**src/rtl/sevseg_pkg.sv**
```systemverilog
// sevseg_pkg -- constants shared by the eight-digit seven-segment scanner.
//   NUM_DIGITS   : number of multiplexed digits
//   SEG_HEX_x    : active-low segment codes {g,f,e,d,c,b,a} for hex digit x
//   SEG_BLANK    : all segments off
//   AN_OFF       : all anodes off
//   anode_sel()  : one-hot active-low anode pattern for a digit index
package sevseg_pkg;

  localparam int unsigned NUM_DIGITS = 8;

  localparam logic [6:0] SEG_BLANK = 7'h7F;
  localparam logic [7:0] AN_OFF    = 8'hFF;

  localparam logic [6:0] SEG_HEX_0 = 7'h40;
  localparam logic [6:0] SEG_HEX_1 = 7'h79;
  localparam logic [6:0] SEG_HEX_2 = 7'h24;
  localparam logic [6:0] SEG_HEX_3 = 7'h30;
  localparam logic [6:0] SEG_HEX_4 = 7'h19;
  localparam logic [6:0] SEG_HEX_5 = 7'h12;
  localparam logic [6:0] SEG_HEX_6 = 7'h02;
  localparam logic [6:0] SEG_HEX_7 = 7'h78;
  localparam logic [6:0] SEG_HEX_8 = 7'h00;
  localparam logic [6:0] SEG_HEX_9 = 7'h10;
  localparam logic [6:0] SEG_HEX_A = 7'h08;
  localparam logic [6:0] SEG_HEX_B = 7'h03;
  localparam logic [6:0] SEG_HEX_C = 7'h46;
  localparam logic [6:0] SEG_HEX_D = 7'h21;
  localparam logic [6:0] SEG_HEX_E = 7'h06;
  localparam logic [6:0] SEG_HEX_F = 7'h0E;

  function automatic logic [7:0] anode_sel(input logic [2:0] idx);
    return ~(8'h01 << idx);
  endfunction

endpackage

```
**src/rtl/sevseg_hex7seg.sv**
```systemverilog
// hex7seg -- combinational hex to active-low seven-segment decoder.
//   hex : 4-bit hex digit
//   seg : segments {g,f,e,d,c,b,a}, active low
module hex7seg
  import sevseg_pkg::*;
(
  input  logic [3:0] hex,
  output logic [6:0] seg
);

  // Lookup of the segment pattern for each hex value.
  always_comb begin
    seg = SEG_BLANK;
    case (hex)
      4'h0:    seg = SEG_HEX_0;
      4'h1:    seg = SEG_HEX_1;
      4'h2:    seg = SEG_HEX_2;
      4'h3:    seg = SEG_HEX_3;
      4'h4:    seg = SEG_HEX_4;
      4'h5:    seg = SEG_HEX_5;
      4'h6:    seg = SEG_HEX_6;
      4'h7:    seg = SEG_HEX_7;
      4'h8:    seg = SEG_HEX_8;
      4'h9:    seg = SEG_HEX_9;
      4'hA:    seg = SEG_HEX_A;
      4'hB:    seg = SEG_HEX_B;
      4'hC:    seg = SEG_HEX_C;
      4'hD:    seg = SEG_HEX_D;
      4'hE:    seg = SEG_HEX_E;
      4'hF:    seg = SEG_HEX_F;
      default: seg = SEG_BLANK;
    endcase
  end

endmodule

```
**src/rtl/sevseg_scan.sv**
```systemverilog
// sevseg_scan -- time-multiplexed scanner for an eight-digit seven-segment
// display. Each digit owns CLK_DIV clocks; the displayed value is frozen
// for a whole eight-digit frame so a mid-frame update never tears.
//   clk_i  : clock, rising edge
//   rst_i  : synchronous active-high reset
//   en_i   : display enable, low blanks everything
//   data_i : eight hex nibbles, nibble k = data_i[4k+3:4k]
//   dp_i   : per-digit decimal point request, active high
//   an_o   : registered anode select, active low, bit 0 = rightmost digit
//   seg_o  : registered segments {g,f,e,d,c,b,a}, active low
//   dp_o   : registered decimal point, active low
// Optional build macro SEVSEG_LZ_BLANK_EN: blank leading-zero digits.
module sevseg_scan
  import sevseg_pkg::*;
#(
  parameter int unsigned CLK_DIV = 20000
) (
  input  logic        clk_i,
  input  logic        rst_i,
  input  logic        en_i,
  input  logic [31:0] data_i,
  input  logic [7:0]  dp_i,
  output logic [7:0]  an_o,
  output logic [6:0]  seg_o,
  output logic        dp_o
);

  logic [15:0] presc_r;
  logic        tick_s;
  logic [2:0]  idx_r;
  logic [31:0] snap_data_r;
  logic [7:0]  snap_dp_r;
  logic [3:0]  nib_s;
  logic [6:0]  dec_s;
  logic        lit_s;
  logic [7:0]  an_s;
  logic [6:0]  seg_s;
  logic        dp_s;

  assign tick_s = (presc_r == 16'(CLK_DIV - 1));

  // Prescaler: counts clocks within one digit slot.
  always_ff @(posedge clk_i) begin
    if (rst_i) begin
      presc_r <= 16'd0;
    end else if (tick_s) begin
      presc_r <= 16'd0;
    end else begin
      presc_r <= presc_r + 16'd1;
    end
  end

  // Digit index; the frame snapshot is taken when the index wraps to 0.
  always_ff @(posedge clk_i) begin
    if (rst_i) begin
      idx_r       <= 3'd0;
      snap_data_r <= 32'h0;
      snap_dp_r   <= 8'h00;
    end else if (tick_s) begin
      idx_r <= idx_r + 3'd1;
      if (idx_r == 3'd7) begin
        snap_data_r <= data_i;
        snap_dp_r   <= dp_i;
      end else begin
        snap_data_r <= snap_data_r;
        snap_dp_r   <= snap_dp_r;
      end
    end else begin
      idx_r <= idx_r;
    end
  end

  assign nib_s = snap_data_r[{idx_r, 2'b00} +: 4];

  hex7seg u_hex7seg (
    .hex (nib_s),
    .seg (dec_s)
  );

`ifdef SEVSEG_LZ_BLANK_EN
  // A digit is a leading zero when it and every more significant nibble
  // are zero; digit 0 and digits with a decimal point stay lit.
  assign lit_s = (idx_r == 3'd0) || snap_dp_r[idx_r] ||
                 ((snap_data_r >> {idx_r, 2'b00}) != 32'h0);
`else
  assign lit_s = 1'b1;
`endif

  // Next output pattern for the current slot.
  always_comb begin
    an_s  = AN_OFF;
    seg_s = SEG_BLANK;
    dp_s  = 1'b1;
    if (en_i && lit_s) begin
      an_s  = anode_sel(idx_r);
      seg_s = dec_s;
      dp_s  = ~snap_dp_r[idx_r];
    end else begin
      an_s  = AN_OFF;
      seg_s = SEG_BLANK;
      dp_s  = 1'b1;
    end
  end

  // Output registers: glitch-free drive of the display pins.
  always_ff @(posedge clk_i) begin
    if (rst_i) begin
      an_o  <= AN_OFF;
      seg_o <= SEG_BLANK;
      dp_o  <= 1'b1;
    end else begin
      an_o  <= an_s;
      seg_o <= seg_s;
      dp_o  <= dp_s;
    end
  end

endmodule

```
**config.mk**
```make
export PLATFORM = sky130hd
export DESIGN_NAME = sevseg_scan
export DESIGN_NICKNAME = d
export VERILOG_FILES = /design/src/rtl/sevseg_pkg.sv /design/src/rtl/sevseg_hex7seg.sv /design/src/rtl/sevseg_scan.sv
export SDC_FILE = /design/constraint.sdc
export NUM_CORES = 1
export LEC_CHECK = 0
export ABC_AREA = 1
export CAP_MARGIN = 0
export CORE_ASPECT_RATIO = 0.6
export CORE_MARGIN = 2
export CORE_UTILIZATION = 53
export CTS_BUF_LIST = sky130_fd_sc_hd__clkbuf_16
export CTS_CLUSTER_DIAMETER = 30
export CTS_CLUSTER_SIZE = 20
export DETAILED_ROUTE_END_ITERATION = 16
export PLACE_DENSITY = 0.79
export RECOVER_POWER = 25
export SLEW_MARGIN = 10
export SYNTH_ARGS = -nofsm -noshare
export SYNTH_HDL_FRONTEND = slang
export SYNTH_SLANG_ARGS = --single-unit
export TNS_END_PERCENT = 100
```
**constraint.sdc**
```tcl
create_clock -name clk_i -period 2.1 [get_ports clk_i]
set_input_delay 0.63 -clock clk_i [delete_from_list [all_inputs] [get_ports clk_i]]
set_output_delay 0.63 -clock clk_i [all_outputs]
set_load 0.005 [all_outputs]
```
==> results of run 1 <==
## critical path, stage by stage (launching register included)
cell and delay, ns:
dfxtp_1 0.36, ha_1 0.19, nand2_1 0.14, nor2_4 0.14, inv_1 0.09, nor2_4 0.13, nand2_4 0.10, nand2_1 0.13
clkbuf_1 0.30, nor2_1 0.10, o21a_1 0.12
## flip-flops by register name, indices dropped and copies added (netlist names)
| name | cells |
|---|---|
| snap_data_r | 32 |
| presc_r | 16 |
| an_o | 8 |
| snap_dp_r | 8 |
| seg_o | 7 |
| idx_r | 3 |
| dp_o | 1 |
## layout by cell type (no fill, tap or decap), types with 3 or more instances in the layout
cell | Yosys | routed
nand2_1 | 98 | 99
nor2_1 | 76 | 76
dfxtp_1 | 75 | 74
clkdlybuf4s50_1 | 0 | 57
inv_1 | 49 | 50
nand3_1 | 36 | 36
nor2_2 | 36 | 36
o21ai_1 | 31 | 30
o21ai_0 | 16 | 16
ha_1 | 13 | 13
a21oi_1 | 11 | 11
buf_4 | 1 | 10
clkbuf_16 | 0 | 9
nor3_1 | 6 | 6
inv_2 | 4 | 3
nand2_2 | 4 | 3
nand3_2 | 3 | 3
## path summary, 6_finish.rpt
path | startpoint | end | slack [ns] | depth (start not counted)
hold reg to reg | presc_r[0] | presc_r[0] | 0.47 | 1
setup reg to reg | presc_r[0] | presc_r[10] | 0.19 | 10
setup / recovery | presc_r[0] | presc_r[10] | 0.19 | 10
hold / removal | presc_r[0] | presc_r[0] | 0.47 | 1
## power by group
group / internal (W) / switching, W
Sequential: 0.00144 / 0.00000505
Clock: 0.00102 / 0.000568
Combinational: 0.0000940 / 0.0000550
Total: 0.00255 / 0.000628
## stage by stage
stage	util [%]	worst slack (ns)	cell area, µm²	instances
after floorplan	-	0.3130	3586	494
after global placement	63.82	0.1880	4224	632
after detailed placement	63.82	0.1133	4224	632
after CTS	68.45	0.1007	4531	647
after global routing	68.37	0.02487	4526	647
final	68.37	0.1909	4526	647
## per-layer routing
metal / GRT usage (%) / vias up / part of all wire (%)
met5: 0 / - / 0
met4: 7.813 / 0 / 1.0
met3: 6.178 / 11 / 7.0
met2: 38.88 / 120 / 42
met1: 35.39 / 1453 / 50
li1: - / 1668 / -
## cells by family (layout without fill, tap and decap cells)
logic type	Yosys count	after routing	synth area share [%]
buf+inv	74	140	9.770
flops	75	75	41.87
fa+ha+maj	13	13	4.536
xor+xnor	3	3	0.7329
compound gates	62	62	8.968
simple gates	267	267	34.12
## cell type report
cell class / instances / area share, %
Multi-Input combinational cell: 345 / 38.35
Sequential cell: 75 / 33.20
Timing Repair Buffer: 70 / 14.65
Clock buffer: 9 / 4.977
Inverter: 55 / 4.617
Tap cell: 87 / 2.405
Clock inverter: 6 / 1.797
==> metrics.yaml, run 1 <==
routing:
  wire_per_inst_um: 13.36
  wirelength_mm: 8.645
  viasPerCell: 5.026
  num_vias: 3252
  drtIter0Drc: 224
  ant_nets: 0
  drc_errors: 0
  firstDrtPassIters: 4
placed_design:
  portBuffers: 58
  gp_congestion: 0.8592
  dp_hpwl_mm: 6.289
sta:
  slew_headroom_pct: 60.85
  setup_viol: 0
  clock_skew_ns: 0.005071
  hold_viol: 0
  fmax_mhz: 523.8
  min_period_over_period_pct: 90.91
  rsz0062_at_grt: "no"
  slew_violations: 0
  tns_ns: 0
  tightest_slew_ns: 0.5873
  period_needed_ns: 1.909
  hold_slack_ns: 0.4714
global_route:
  grt_pass1_vias: 3131
  grt_usage_pct: 25.36
  grt_first_pass_wirelength_mm: 14.55
  overflow: 0
  antenna_found_initial: 0
  grt_start_max_net_pins: 41
finish:
  num_antenna_cells: 0
  nets: 612
  fill_cells: 564
  multi_input_area_mm2: 0.001735
  seqCellArea_mm2: 0.001503
  area_growth_pct: 26.20
  drive_gt1_share_pct: 13.75
power:
  pwr_density_cell_mw_per_mm2: 702.9
  fin_total_pwr_w: 0.003181
  p_leak_nw: 1.923
  peakVddDrop_mv: 0.3506
floorplan:
  die_area_mm2: 0.007462
  coreArea_mm2: 0.006619
  ios: 59
  num_rows: 23
  die_width_um: 110.2
  start_util_pct: 54.18
  die_h_um: 67.72
logic_synthesis:
  synth-main-ff-cell: "dfxtp_1"
  synthTopCellsByCount: "nand2_1, nor2_1, dfxtp_1"
  yosys.area.top_type_share_pct: 41.87
  yosysMostFrequentCell: "nand2_1"
  synthCells: 494
  synth_edf_count: 0
  yosysTopAreaCell: "dfxtp_1"
  synth.net_count: 550
  synth_seq_area_share_pct: 41.87
  async_reset_ff_share_pct: 0
  synth.avg_cell_area_um2: 7.259
  ys_ff_latch: 75
  syn_area_mm2: 0.003586
  ys_top_cells_by_area: "dfxtp_1, nand2_1, nor2_1"
  synth_cell_types: 33
  ys_warn_count: 0
worst_setup_path:
  endpoint_kind: "flip-flop"
  start_kind: "flip-flop"
  cp_max_fo: 7
  cp.arrival_ns: 2.13
  critPathKind: "reg2reg"
  crit_required_ns: 2.32
job:
  maxCapViolations: 0
cts:
  htreeDepth: 3
  cts_made_buffers: 9
  cts.path.max_buffers: 2
  cts_resized: 0
  clk_latency_ns: 0.33
  cts_tree: "yes"
  cts_root_buffer: "clkbuf_16"
  clk_pin_slew_worst_paths_ns: 0.05
  postCtsSetupBuffers: 0
  cts_sinks: 75
  postCtsHoldBufs: 0
outcome:
  status: "completed"
hold_path:
  hp-class: "reg2reg"
Note: power is estimated with default switching activity, not from simulation.
==> run 2, diff against run 1 <==
--- a/config.mk
+++ b/config.mk
@@ -16,8 +16,9 @@
 export DETAILED_ROUTE_END_ITERATION = 16
 export PLACE_DENSITY = 0.79
 export RECOVER_POWER = 25
-export SLEW_MARGIN = 10
+export SKIP_CTS_REPAIR_TIMING = 1
+export SLEW_MARGIN = 20
 export SYNTH_ARGS = -nofsm -noshare
 export SYNTH_HDL_FRONTEND = slang
 export SYNTH_SLANG_ARGS = --single-unit
-export TNS_END_PERCENT = 100
+export TNS_END_PERCENT = 50
==> results of run 2 <==
The final DEF is identical to that of run 1; final timing and power are the same.
